File: src/rtl/mips_cpu_pkg.sv
// Shared types and lane helpers for the MIPS core memory unit.
// Size encodings, FSM states and the byte-lane mapping used on the Avalon side.
package mips_cpu_pkg;

    typedef enum logic [1:0] {
        SIZE_BYTE = 2'b00,
        SIZE_HALF = 2'b01,
        SIZE_WORD = 2'b10,
        SIZE_ILL  = 2'b11
    } memSize_t;

    typedef enum logic [1:0] {
        IDLE  = 2'b00,
        BUS   = 2'b01,
        RDATA = 2'b10,
        RESP  = 2'b11
    } memState_t;

    // Illegal size or an access that does not sit on its natural boundary.
    function automatic logic isBadReq(input memSize_t size, input logic [1:0] off);
        logic bad;
        bad = 1'b1;
        case (size)
            SIZE_BYTE: bad = 1'b0;
            SIZE_HALF: bad = off[0];
            SIZE_WORD: bad = (off != 2'b00);
            SIZE_ILL:  bad = 1'b1;
        endcase
        return bad;
    endfunction

    function automatic logic [3:0] laneEnable(input memSize_t size, input logic [1:0] off);
        logic [3:0] be;
        be = 4'b1111;
        case (size)
            SIZE_BYTE: be = 4'b0001 << off;
            SIZE_HALF: be = off[1] ? 4'b1100 : 4'b0011;
            default:   be = 4'b1111;
        endcase
        return be;
    endfunction

    // Replicating narrow stores means the lane picked by byteenable always carries the data.
    function automatic logic [31:0] laneData(input memSize_t size, input logic [31:0] wdata);
        logic [31:0] d;
        d = wdata;
        case (size)
            SIZE_BYTE: d = {4{wdata[7:0]}};
            SIZE_HALF: d = {2{wdata[15:0]}};
            default:   d = wdata;
        endcase
        return d;
    endfunction

endpackage

File: src/rtl/mips_cpu_load_align.sv
// Load lane select and zero/sign extension (purely combinational).
// Lanes are little-endian: byte offset 0 is readdata[7:0].
module mips_cpu_load_align
    import mips_cpu_pkg::*;
(
    input  logic [31:0] readdata,
    input  logic [1:0]  byteOff,
    input  memSize_t    size,
    input  logic        signExt,
    output logic [31:0] loadData
);

    logic [7:0]  byteVal;
    logic [15:0] halfVal;

    always_comb begin
        byteVal  = readdata[{byteOff, 3'b000} +: 8];
        halfVal  = byteOff[1] ? readdata[31:16] : readdata[15:0];
        loadData = readdata;
        case (size)
            SIZE_BYTE: loadData = {{24{signExt & byteVal[7]}}, byteVal};
            SIZE_HALF: loadData = {{16{signExt & halfVal[15]}}, halfVal};
            default:   loadData = readdata;
        endcase
    end

endmodule

File: src/rtl/mips_cpu_mem_unit.sv
// Core load/store unit bridging single requests onto an Avalon-MM master port.
// Define MIPS_MEM_TIMEOUT_EN to abort a bus access after WAIT_LIMIT waitrequest cycles.
module mips_cpu_mem_unit
    import mips_cpu_pkg::*;
#(
    parameter int WAIT_LIMIT = 255
) (
    input  logic        clk,
    input  logic        reset,
    input  logic        req_valid,
    output logic        req_ready,
    input  logic        req_write,
    input  logic [1:0]  req_size,
    input  logic        req_signed,
    input  logic [31:0] req_addr,
    input  logic [31:0] req_wdata,
    output logic        resp_valid,
    output logic [31:0] resp_rdata,
    output logic        resp_error,
    output logic [31:0] address,
    output logic        read,
    output logic        write,
    output logic [31:0] writedata,
    output logic [3:0]  byteenable,
    input  logic        waitrequest,
    input  logic [31:0] readdata
);

    memState_t   state, nextState;
    memSize_t    reqSize, sizeReg;
    logic        accept, badReq, timeoutHit;
    logic        writeReg, signedReg, errReg;
    logic [31:0] addrReg, wdataReg, rdataReg, loadData;
    logic [3:0]  beReg;

    assign reqSize = memSize_t'(req_size);
    assign accept  = req_valid && (state == IDLE);
    assign badReq  = isBadReq(reqSize, req_addr[1:0]);

`ifdef MIPS_MEM_TIMEOUT_EN
    localparam int CNT_W = $clog2(WAIT_LIMIT + 1);

    logic [CNT_W-1:0] stallCnt;

    // The cycle that would make the count reach WAIT_LIMIT is the last one spent on the bus.
    assign timeoutHit = (state == BUS) && waitrequest && (stallCnt == CNT_W'(WAIT_LIMIT - 1));

    always_ff @(posedge clk) begin
        if (reset || state != BUS)
            stallCnt <= '0;
        else if (waitrequest)
            stallCnt <= stallCnt + 1'b1;
    end
`else
    // Without the timeout build the bus waits forever; this folds to constant 0.
    assign timeoutHit = (WAIT_LIMIT < 0);
`endif

    always_comb begin
        nextState = state;
        case (state)
            IDLE:  if (accept) nextState = badReq ? RESP : BUS;
            BUS: begin
                if (!waitrequest)
                    nextState = writeReg ? RESP : RDATA;
                else if (timeoutHit)
                    nextState = RESP;
            end
            RDATA: nextState = RESP;
            RESP:  nextState = IDLE;
        endcase
    end

    mips_cpu_load_align uAlign (
        .readdata (readdata),
        .byteOff  (addrReg[1:0]),
        .size     (sizeReg),
        .signExt  (signedReg),
        .loadData (loadData)
    );

    always_ff @(posedge clk) begin
        if (reset) begin
            state     <= IDLE;
            writeReg  <= 1'b0;
            sizeReg   <= SIZE_BYTE;
            signedReg <= 1'b0;
            addrReg   <= '0;
            beReg     <= '0;
            wdataReg  <= '0;
            rdataReg  <= '0;
            errReg    <= 1'b0;
        end else begin
            state <= nextState;
            if (accept) begin
                writeReg  <= req_write;
                sizeReg   <= reqSize;
                signedReg <= req_signed;
                addrReg   <= req_addr;
                beReg     <= badReq ? 4'b0000 : laneEnable(reqSize, req_addr[1:0]);
                wdataReg  <= laneData(reqSize, req_wdata);
                rdataReg  <= '0;
                errReg    <= badReq;
            end
            if (state == RDATA)
                rdataReg <= loadData;
            if (timeoutHit)
                errReg <= 1'b1;
        end
    end

    assign req_ready  = (state == IDLE);
    assign resp_valid = (state == RESP);
    assign resp_error = resp_valid && errReg;
    assign resp_rdata = rdataReg;
    assign read       = (state == BUS) && !writeReg;
    assign write      = (state == BUS) && writeReg;
    assign address    = {addrReg[31:2], 2'b00};
    assign byteenable = beReg;
    assign writedata  = wdataReg;

endmodule

File: config.mk
export PLATFORM = sky130hd
export DESIGN_NAME = mips_cpu_mem_unit
export DESIGN_NICKNAME = d
export VERILOG_FILES = /design/src/rtl/mips_cpu_pkg.sv /design/src/rtl/mips_cpu_load_align.sv /design/src/rtl/mips_cpu_mem_unit.sv
export SDC_FILE = /design/constraint.sdc
export NUM_CORES = 1
export LEC_CHECK = 0
export CORE_MARGIN = 5
export CORE_UTILIZATION = 39
export CTS_BUF_LIST = sky130_fd_sc_hd__clkbuf_16
export CTS_CLUSTER_DIAMETER = 100
export CTS_CLUSTER_SIZE = 20
export DETAILED_ROUTE_END_ITERATION = 7
export PLACE_DENSITY_LB_ADDON = 0.3
export SLEW_MARGIN = 20
export SYNTH_ARGS = -nofsm -noshare
export SYNTH_HDL_FRONTEND = slang
export SYNTH_SLANG_ARGS = --single-unit
export TNS_END_PERCENT = 1
File: constraint.sdc
create_clock -name clk -period 1.55 [get_ports clk]
set_input_delay 0.3875 -clock clk [delete_from_list [all_inputs] [get_ports clk]]
set_output_delay 0.3875 -clock clk [all_outputs]
set_load 0.02 [all_outputs]
# After elaboration in Yosys (flattened, before gate mapping)
# Index checks and enable logic that the tools add are counted.
# word_totals
ramBits	0
romBits	0
latch_bits	0
mem_count	0
regBits	107
elab_cells	47
# op_classes
order_cmp	0
muxes	14
reduce_logical	11
eq_ne	9
shift	2
mul	0
div	0
bitwise	2
addsub	0
# op_table
operator	n
one-hot mux 32 bit (2 select lines)	2
two-way mux 32 bit	2
indexed part select 32 x 6 -> 8 bit	1
two-way mux 16 bit	1
equality test 2 bit (second input constant)	4
two-way mux 4 bit	2
one-hot mux 2 bit (4 select lines)	1
one-hot mux 4 bit (2 select lines)	1
equality test 2 x 1 -> 1 bit (second input constant)	3
logical NOT 2 bit	3
two-way mux 2 bit	3
logical AND 1 bit	4
one-hot mux 1 bit (4 select lines)	1
nonzero test 2 bit	2
<< shifter 1 x 2 -> 4 bit (first input constant)	1
bitwise AND 1 bit	2
!= test 2 x 1 -> 1 bit (second input constant)	1
!= test 2 bit (second input constant)	1
AND reduction 2 bit	1
logical NOT 1 bit	1
two-way mux 1 bit	1

# Longest topological paths before layout
# Gate-level depths: netlist (run 1).
# depth
word_depth	5
depth_mapped	8
mapped_depth_nobuf	6

# By module
# Synthesis (run 1) repeated with hierarchy kept, for this count alone.
# unflattened
cells_unflattened	678
area_unflattened_um2	5293.8
# modules_own_cells
module	n_inst	seq_area_each_um2	cells_each	area_per_inst_um2
mips_cpu_mem_unit	1	2142.1	555	4588.2
mips_cpu_load_align	1	0.0	123	705.7

# Worst setup path before layout (run 1)
# Ideal clock, no wire load.
# synth_path
path_type	reg-to-reg
start	register state[0]
end	register rdataReg[1] (netlist: resp_rdata[1])
t_arrival_ps	1710
stages_incl_launch_ff	9
path_slack_ps	-234
setup_time_ps	74
cell_sequence	dfxtp_1 -> inv_1 -> ha_1 -> and2_1 -> clkbuf_1 -> nor3_2 -> clkbuf_1 -> a22oi_1 -> o21ai_0
# synth_via
elab_chain_len	3
elab_cells_between_ends	5
# synth_rtl
element	line_no	text
start: declaration	mips_cpu_mem_unit.sv:29	memState_t state, nextState;
start signal: assignment	mips_cpu_mem_unit.sv:94	state <= nextState;
logical NOT 2 bit	--	
named net req_ready	mips_cpu_mem_unit.sv:11	output logic req_ready,
logical AND 1 bit	mips_cpu_mem_unit.sv:37	assign accept = req_valid && (state == IDLE);
nonzero test 2 bit (no line)	--	
end signal: assignment	mips_cpu_mem_unit.sv:106	rdataReg <= loadData;
end: declaration	mips_cpu_mem_unit.sv:33	logic [31:0] addrReg, wdataReg, rdataReg, loadData;
# The timed path passes the listed nets, and every way through them passes these cells.
# A chain may end at the register's enable or synchronous reset.

# Worst setup path in the final report (run 1)
# layout_path
start	register addrReg[1]
end	register rdataReg[29] (netlist: resp_rdata[29])
# layout_via
elab_chain_len	4
elab_cells_between_ends	6
# layout_rtl
element	line_no	text
start: declaration	mips_cpu_mem_unit.sv:33	
start signal: assignment	mips_cpu_mem_unit.sv:99	addrReg <= req_addr;
indexed part select 32 x 6 -> 8 bit / two-way mux 16 bit (equally long branches)	mips_cpu_load_align.sv:17, mips_cpu_load_align.sv:18	
bitwise AND 1 bit, on equally long branches	mips_cpu_load_align.sv:21, mips_cpu_load_align.sv:22	
one-hot mux 32 bit (2 select lines) (*)	mips_cpu_load_align.sv:20	case (size)
two-way mux 32 bit (*)	mips_cpu_mem_unit.sv:105	if (state == RDATA)
# Every way passes the cells marked *; elsewhere a longest branch is shown, timed or not.

==> impl_metrics.env, run 1 <==
export IMPL_nets=908
export IMPL_synth_top_area_share_pct=43.5
export IMPL_layout_min_cycle_time_ns=1.59
export IMPL_antennaDiodeCount=0
export IMPL_start_util_pct=39.4
export IMPL_seq_area_frac_synth_pct=43.5
export IMPL_htree_levels=3
export IMPL_fin_crit_sh_pct=103
export IMPL_crit_arrival_ns=1.83
export IMPL_synth_ff_type="dfxtp_1"
export IMPL_synth_area_leaders="dfxtp_1 43%, nand2_1 11%, a21oi_1 7.6%"
export IMPL_netlist_instances=596
export IMPL_vias_per_cell=5.20
export IMPL_rows=41
export IMPL_yosysMostFrequentCell="nand2_1"
export IMPL_synth_cell_types=46
export IMPL_syn_avg_cell_area_sq_um=8.27
export IMPL_grt_overflow_total=0
export IMPL_max_clock_path_buffers=2
export IMPL_dieWidth_microns=122
export IMPL_required_ns=1.79
export IMPL_synth_edf_count=0
export IMPL_final_cell_area_sq_um=7600
export IMPL_final_cell_count_no_fill=976
export IMPL_sw_frac_of_total_pct=36.3
export IMPL_cp_max_fo=8
export IMPL_first_global_vias=4979
export IMPL_mappedNetlistArea_sq_um=4930
export IMPL_root_buffer="clkbuf_16"
export IMPL_syn_to_final_growth_pct=54.2
export IMPL_status="finished, violations left"
export IMPL_antenna_found_initial=1
export IMPL_vias=5075
export IMPL_p_int_mw=6.33
export IMPL_die_h_microns=122
export IMPL_holdCritPathClass="in2reg"
export IMPL_cts_buffers=9
export IMPL_p_leak_nw=3.31
export IMPL_gp_congestion=0.972
export IMPL_placed_cell_area_sq_um=7340
export IMPL_yosysTopAreaCell="dfxtp_1"
export IMPL_cts_tree="built"
export IMPL_ys_top_cells_by_count="142 x nand2_1, 107 x dfxtp_1, 75 x a21oi_1"
export IMPL_rsz0062_at_grt="yes"
export IMPL_n_fill_cell=1156
export IMPL_synthesis_yosys_warnings=0
export IMPL_switchingPower_mw=3.61
export IMPL_critical_path_class="reg2reg"
export IMPL_ioPinCount=209
export IMPL_drv_slew=0
export IMPL_finalHoldWorstSlack_ns=0.437
export IMPL_grt_start_max_net_pins=63
export IMPL_clkTransAtPathRegs_ns=0.07
export IMPL_fin_ws_ns=-0.0447
export IMPL_failed_checks="setup timing"
export IMPL_drive_gt1_share_pct=15.9
export IMPL_core_region_area_sq_um=12500
export IMPL_critPathLaunchType="register"
export IMPL_first_pass_iters=5
export IMPL_clock_power_share_pct=22.4
export IMPL_die_area_sq_um=15000
export IMPL_synth_seq_cells=107
export IMPL_p_comb_share_pct=42.5
export IMPL_placedCellCount=959
export IMPL_finClkSkew_ns=0.00629
export IMPL_hold_viol=0
export IMPL_io_buffer_count=206
export IMPL_hpwl_microns=12200
export IMPL_p_per_area_nw_per_um2=1310
export IMPL_postRouteAntennaNets=0
export IMPL_setup_violations_final=29
export IMPL_wire_per_inst_microns=16.5
export IMPL_max_freq_mhz=627
export IMPL_end_kind="register"
export IMPL_clock_latency_ns=0.35
export IMPL_clkSinkCount=107
export IMPL_grt_pass1_wl_microns=24600
export IMPL_cap_violations=0
export IMPL_drt_iter0_drc=456
export IMPL_synthArstFlopShare_pct=0
export IMPL_ir_worst_vdd_uv=820
export IMPL_routed_wl_microns=16100
export IMPL_grt_use_total_pct=20.7
export IMPL_seqPwrFrac_pct=35.2
export IMPL_drcViolationCount=0
-- sequential cells by signal, indices dropped and copies added (netlist names), 2 cells and up --
signal	cells
sizeReg	2
resp_rdata	32
byteenable	4
state	2
addrReg	32
writedata	32
-- what timing repair did --
item,4_1_cts,5_1_grt
pin swaps,3,8
setup endpoints to repair,185,104
cloned,0,0
gates resized for setup,138,19
hold buffers,0,0
buffers inserted,0,1
-- critical path, cell delays in order (launching register included) --
cell and delay [ns]:
dfxtp_2 0.32, buf_4 0.14, mux2_4 0.33, mux2_4 0.28, o21ai_4 0.17, buf_6 0.18, o21ai_2 0.07
-- per-layer routing --
layer,wire (microns),vias up,share of wire [%],GRT usage (%)
li1,-,2450,-,-
met1,6300,2355,39,24.1
met2,8000,240,50,35.9
met3,1430,28,8.9,6.18
met4,321,2,2.0,7.49
met5,11,-,0.068,0
-- placed cells by master (no fill, tap or decap), types with 3 or more instances in the layout --
cell type	count
clkdlybuf4s50_1	100
buf_2	3
clkbuf_16	9
buf_12	7
a32oi_1	15
nor2_1	23
inv_1	5
o21ai_1	7
o21ai_0	26
buf_6	10
a22oi_1	9
nand2_1	140
a311oi_1	8
mux2_4	3
a211oi_1	7
mux2i_1	19
o22ai_1	7
a21oi_1	75
mux2_2	7
o21ai_2	10
o211ai_1	7
buf_4	49
dfxtp_1	104
dlygate4sd2_1	98
-- final timing paths --
path / start / endpoint / slack, ns / cells after the start
worst min register to register: signedReg / signedReg / 0.45 / 2
worst max register to register: addrReg[1] / resp_rdata[29] / -0.04 / 6
worst max-delay path: addrReg[1] / resp_rdata[29] / -0.04 / 6
worst min-delay path: reset / sizeReg[0] / 0.44 / 3
-- kinds of logic after synthesis --
family	Yosys count	synth area share, %
AOI/OAI and AO/OA	182	23.2
and+or+nand+nor	186	15.6
other	1	0.0761
DFF	107	43.5
muxes	29	6.38
buffers and inverters	85	9.78
adders and majority gates	5	1.27
xor gates and xnor gates	1	0.178
-- cell type report --
cell class	count	area [sq um]	share of cell area, %
Tap cell	172	215	2.83
Multi-Input combinational cell	405	2390	31.4
Clock buffer	9	225	2.96
Sequential cell	107	2150	28.3
Inverter	6	27.5	0.362
Clock inverter	7	60.1	0.791
Timing Repair Buffer	270	2530	33.4
-- power groups by stage --
stage	clock (mW)	sequential, mW	combinational, mW
2_1_floorplan	0	3.86	2.15
6_report	2.23	3.50	4.22
3_3_place_gp	0	3.54	4.26
3_5_place_dp	0	3.57	4.35
4_1_cts	2.29	3.50	4.15
5_1_grt	2.40	3.56	4.56
-- through the flow --
| stage | setup slack (ns) | total power [mW] | utilization, % | setup TNS [ns] |
|---|---|---|---|---|
| final | -0.0447 | 9.95 | 60.7 | -0.707 |
| after global routing | -0.0997 | 10.5 | 60.7 | -2.42 |
| after CTS | -0.101 | 9.94 | 60.3 | -1.15 |
| after detailed placement | -0.426 | 7.92 | 58.6 | -28.29 |
| after global placement | -0.387 | 7.80 | 58.6 | -25.19 |
| after floorplan | -0.0148 | 6.01 | - | -0.111 |
Note: power is estimated with default switching activity, not from simulation.
==> run 2, diff against run 1 <==
CORE_UTILIZATION = 30   (was 39)
==> impl_metrics.env, run 2 (synthesis results as in run 1) <==
export IMPL_drv_slew=0
export IMPL_fin_crit_sh_pct=105
export IMPL_start_util_pct=30.8
export IMPL_finClkSkew_ns=0.00936
export IMPL_first_global_vias=5069
export IMPL_layout_commonest_cell="nand2_1"
export IMPL_rsz0062_at_grt="yes"
export IMPL_antennaDiodeCount=0
export IMPL_hold_path_depth=2
export IMPL_final_cell_area_sq_um=7870
export IMPL_fin_ws_ns=-0.0808
export IMPL_r2r_start="addrReg[1]"
export IMPL_first_pass_iters=4
export IMPL_cap_violations=0
export IMPL_reg2reg_to="resp_rdata[22]"
export IMPL_ir_worst_vdd_uv=579
export IMPL_hpwl_microns=12700
export IMPL_postRouteAntennaNets=0
export IMPL_critPathBufInv=2
export IMPL_core_region_area_sq_um=16000
export IMPL_ioPinCount=209
export IMPL_rows=46
export IMPL_io_buffer_count=206
export IMPL_setup_violations_final=35
export IMPL_drive_gt1_share_pct=18.2
export IMPL_hold_end="signedReg"
export IMPL_crit_slowest_cell="dfxtp_4"
export IMPL_grt_start_max_net_pins=39
export IMPL_setup_tns_final_ns=-1.61
export IMPL_failed_checks="setup timing"
export IMPL_critical_path_class="reg2reg"
export IMPL_critPathLaunchType="register"
export IMPL_crit_path_start="addrReg[1]"
export IMPL_crit_path_cell_trace="buf_6 -> mux2_4 -> mux2_4 -> o21ai_4 -> buf_12 -> o21ai_2"
export IMPL_p_leak_nw=3.41
export IMPL_dieWidth_microns=138
export IMPL_gp_congestion=0.900
export IMPL_cts_hold_fix_buffers=0
export IMPL_root_buffer="clkbuf_16"
export IMPL_required_ns=1.79
export IMPL_crit_arrival_ns=1.87
export IMPL_grt_pass1_wl_microns=27000
export IMPL_antenna_found_initial=1
export IMPL_routed_wl_microns=16800
export IMPL_n_fill_cell=1588
export IMPL_vias=4969
export IMPL_layout_min_cycle_time_ns=1.63
export IMPL_crit_family="multiplexers"
export IMPL_placed_cell_area_sq_um=7490
export IMPL_die_h_microns=138
export IMPL_cts_tree="built"
export IMPL_drt_iter0_drc=265
export IMPL_worstHoldStart="reset"
export IMPL_clkTransAtPathRegs_ns=0.07
export IMPL_htree_levels=3
export IMPL_clock_latency_ns=0.35
export IMPL_cp_max_fo=10
export IMPL_grt_use_total_pct=17.1
export IMPL_power_total_mw=10.3
export IMPL_holdCritPathClass="in2reg"
export IMPL_cts_buffers=9
export IMPL_end_kind="register"
export IMPL_vias_per_cell=4.81
export IMPL_cpPeakStageDelay_ns=0.37
export IMPL_p_per_area_nw_per_um2=1310
export IMPL_clkSinkCount=107
export IMPL_wire_per_inst_microns=16.3
export IMPL_max_clock_path_buffers=2
export IMPL_die_area_sq_um=19100
export IMPL_grt_overflow_total=0
export IMPL_status="finished, violations left"
export IMPL_mostFrequentLayoutCells="140 x nand2_1, 104 x dfxtp_1, 102 x clkdlybuf4s50_1"
export IMPL_nets=922
export IMPL_r2r_setup_slack_ns=-0.08
export IMPL_drcViolationCount=0
export IMPL_worst_r2r_path_depth=6
export IMPL_crit_top_cell="mux2_4"
export IMPL_max_freq_mhz=613
export IMPL_syn_to_final_growth_pct=59.7
export IMPL_hold_viol=0
export IMPL_pre_cts_ws_ns=-0.481
-- run 2: changes by cell type in the layout (fill, tap and decap cells not counted), sizes merged --
cell,previous run,this run
inv,7,8
dlymetal6s2s,2,0
clkdlybuf4s50,100,102
buf,70,82
clkinv,5,4
clkbuf,9,11
-- run 2: timing repair --
action,CTS,global route
buffers inserted,0,2
pin swaps,11,15
resized for setup,141,30
setup endpoints to repair,170,101
gates cloned,0,2
-- run 2: stage by stage --
step	hold slack, ns	cells	util, %
after floorplan	0.432	597	-
after global placement	0.439	1014	46.8
after detailed placement	0.448	1014	46.8
after CTS	0.315	1030	48.2
after global routing	0.343	1034	49.2
final	0.330	1034	49.2
-- run 2: report_power, final --
part / internal (mW) / switching [mW] / total (mW) / leakage (nW)
clock network: 1.27 / 1.08 / 2.35 / 0.151
logic: 2.06 / 2.41 / 4.47 / 2.38
registers: 3.23 / 0.275 / 3.51 / 0.876
-- run 2: worst register-to-register path, delay by kind of cell (launching register included) --
family | cells | cell delay (ns)
buffers and inverters | 2 | 0.29
multiplexers | 2 | 0.60
AO/OA/AOI/OAI | 2 | 0.27
flip-flops | 1 | 0.37
-- run 2: final cells by class --
cell class / count / area, sq um / share of cell area (%)
multi-input combinational: 405 / 2410 / 30.7
timing repair buffer: 284 / 2710 / 34.4
sequential: 107 / 2150 / 27.3
clock inverter: 7 / 77.6 / 0.986
inverter: 6 / 25.0 / 0.318
tap: 216 / 270 / 3.44
clock buffer: 9 / 225 / 2.86
-- run 2: how the worst max path moves through the flow --
stage,endpoint,cells after the start
4_1_cts,req_ready,4
5_1_grt,resp_rdata[30],6
3_5_place_dp,resp_rdata[19],6
3_3_place_gp,resp_rdata[16],6
2_1_floorplan,resp_rdata[1],8
6_report,resp_rdata[22],6
-- run 2: layer usage --
metal  global-route usage (%)  part of all wire [%]  wire [microns]  up-vias
met4                     5.72                   2.1             350        2
met2                     27.1                    46            7720      197
met5                        0                 0.065              11        -
met3                     6.17                   9.2            1540       28
met1                     21.6                    43            7220     2270
li1                         -                     -               -     2472
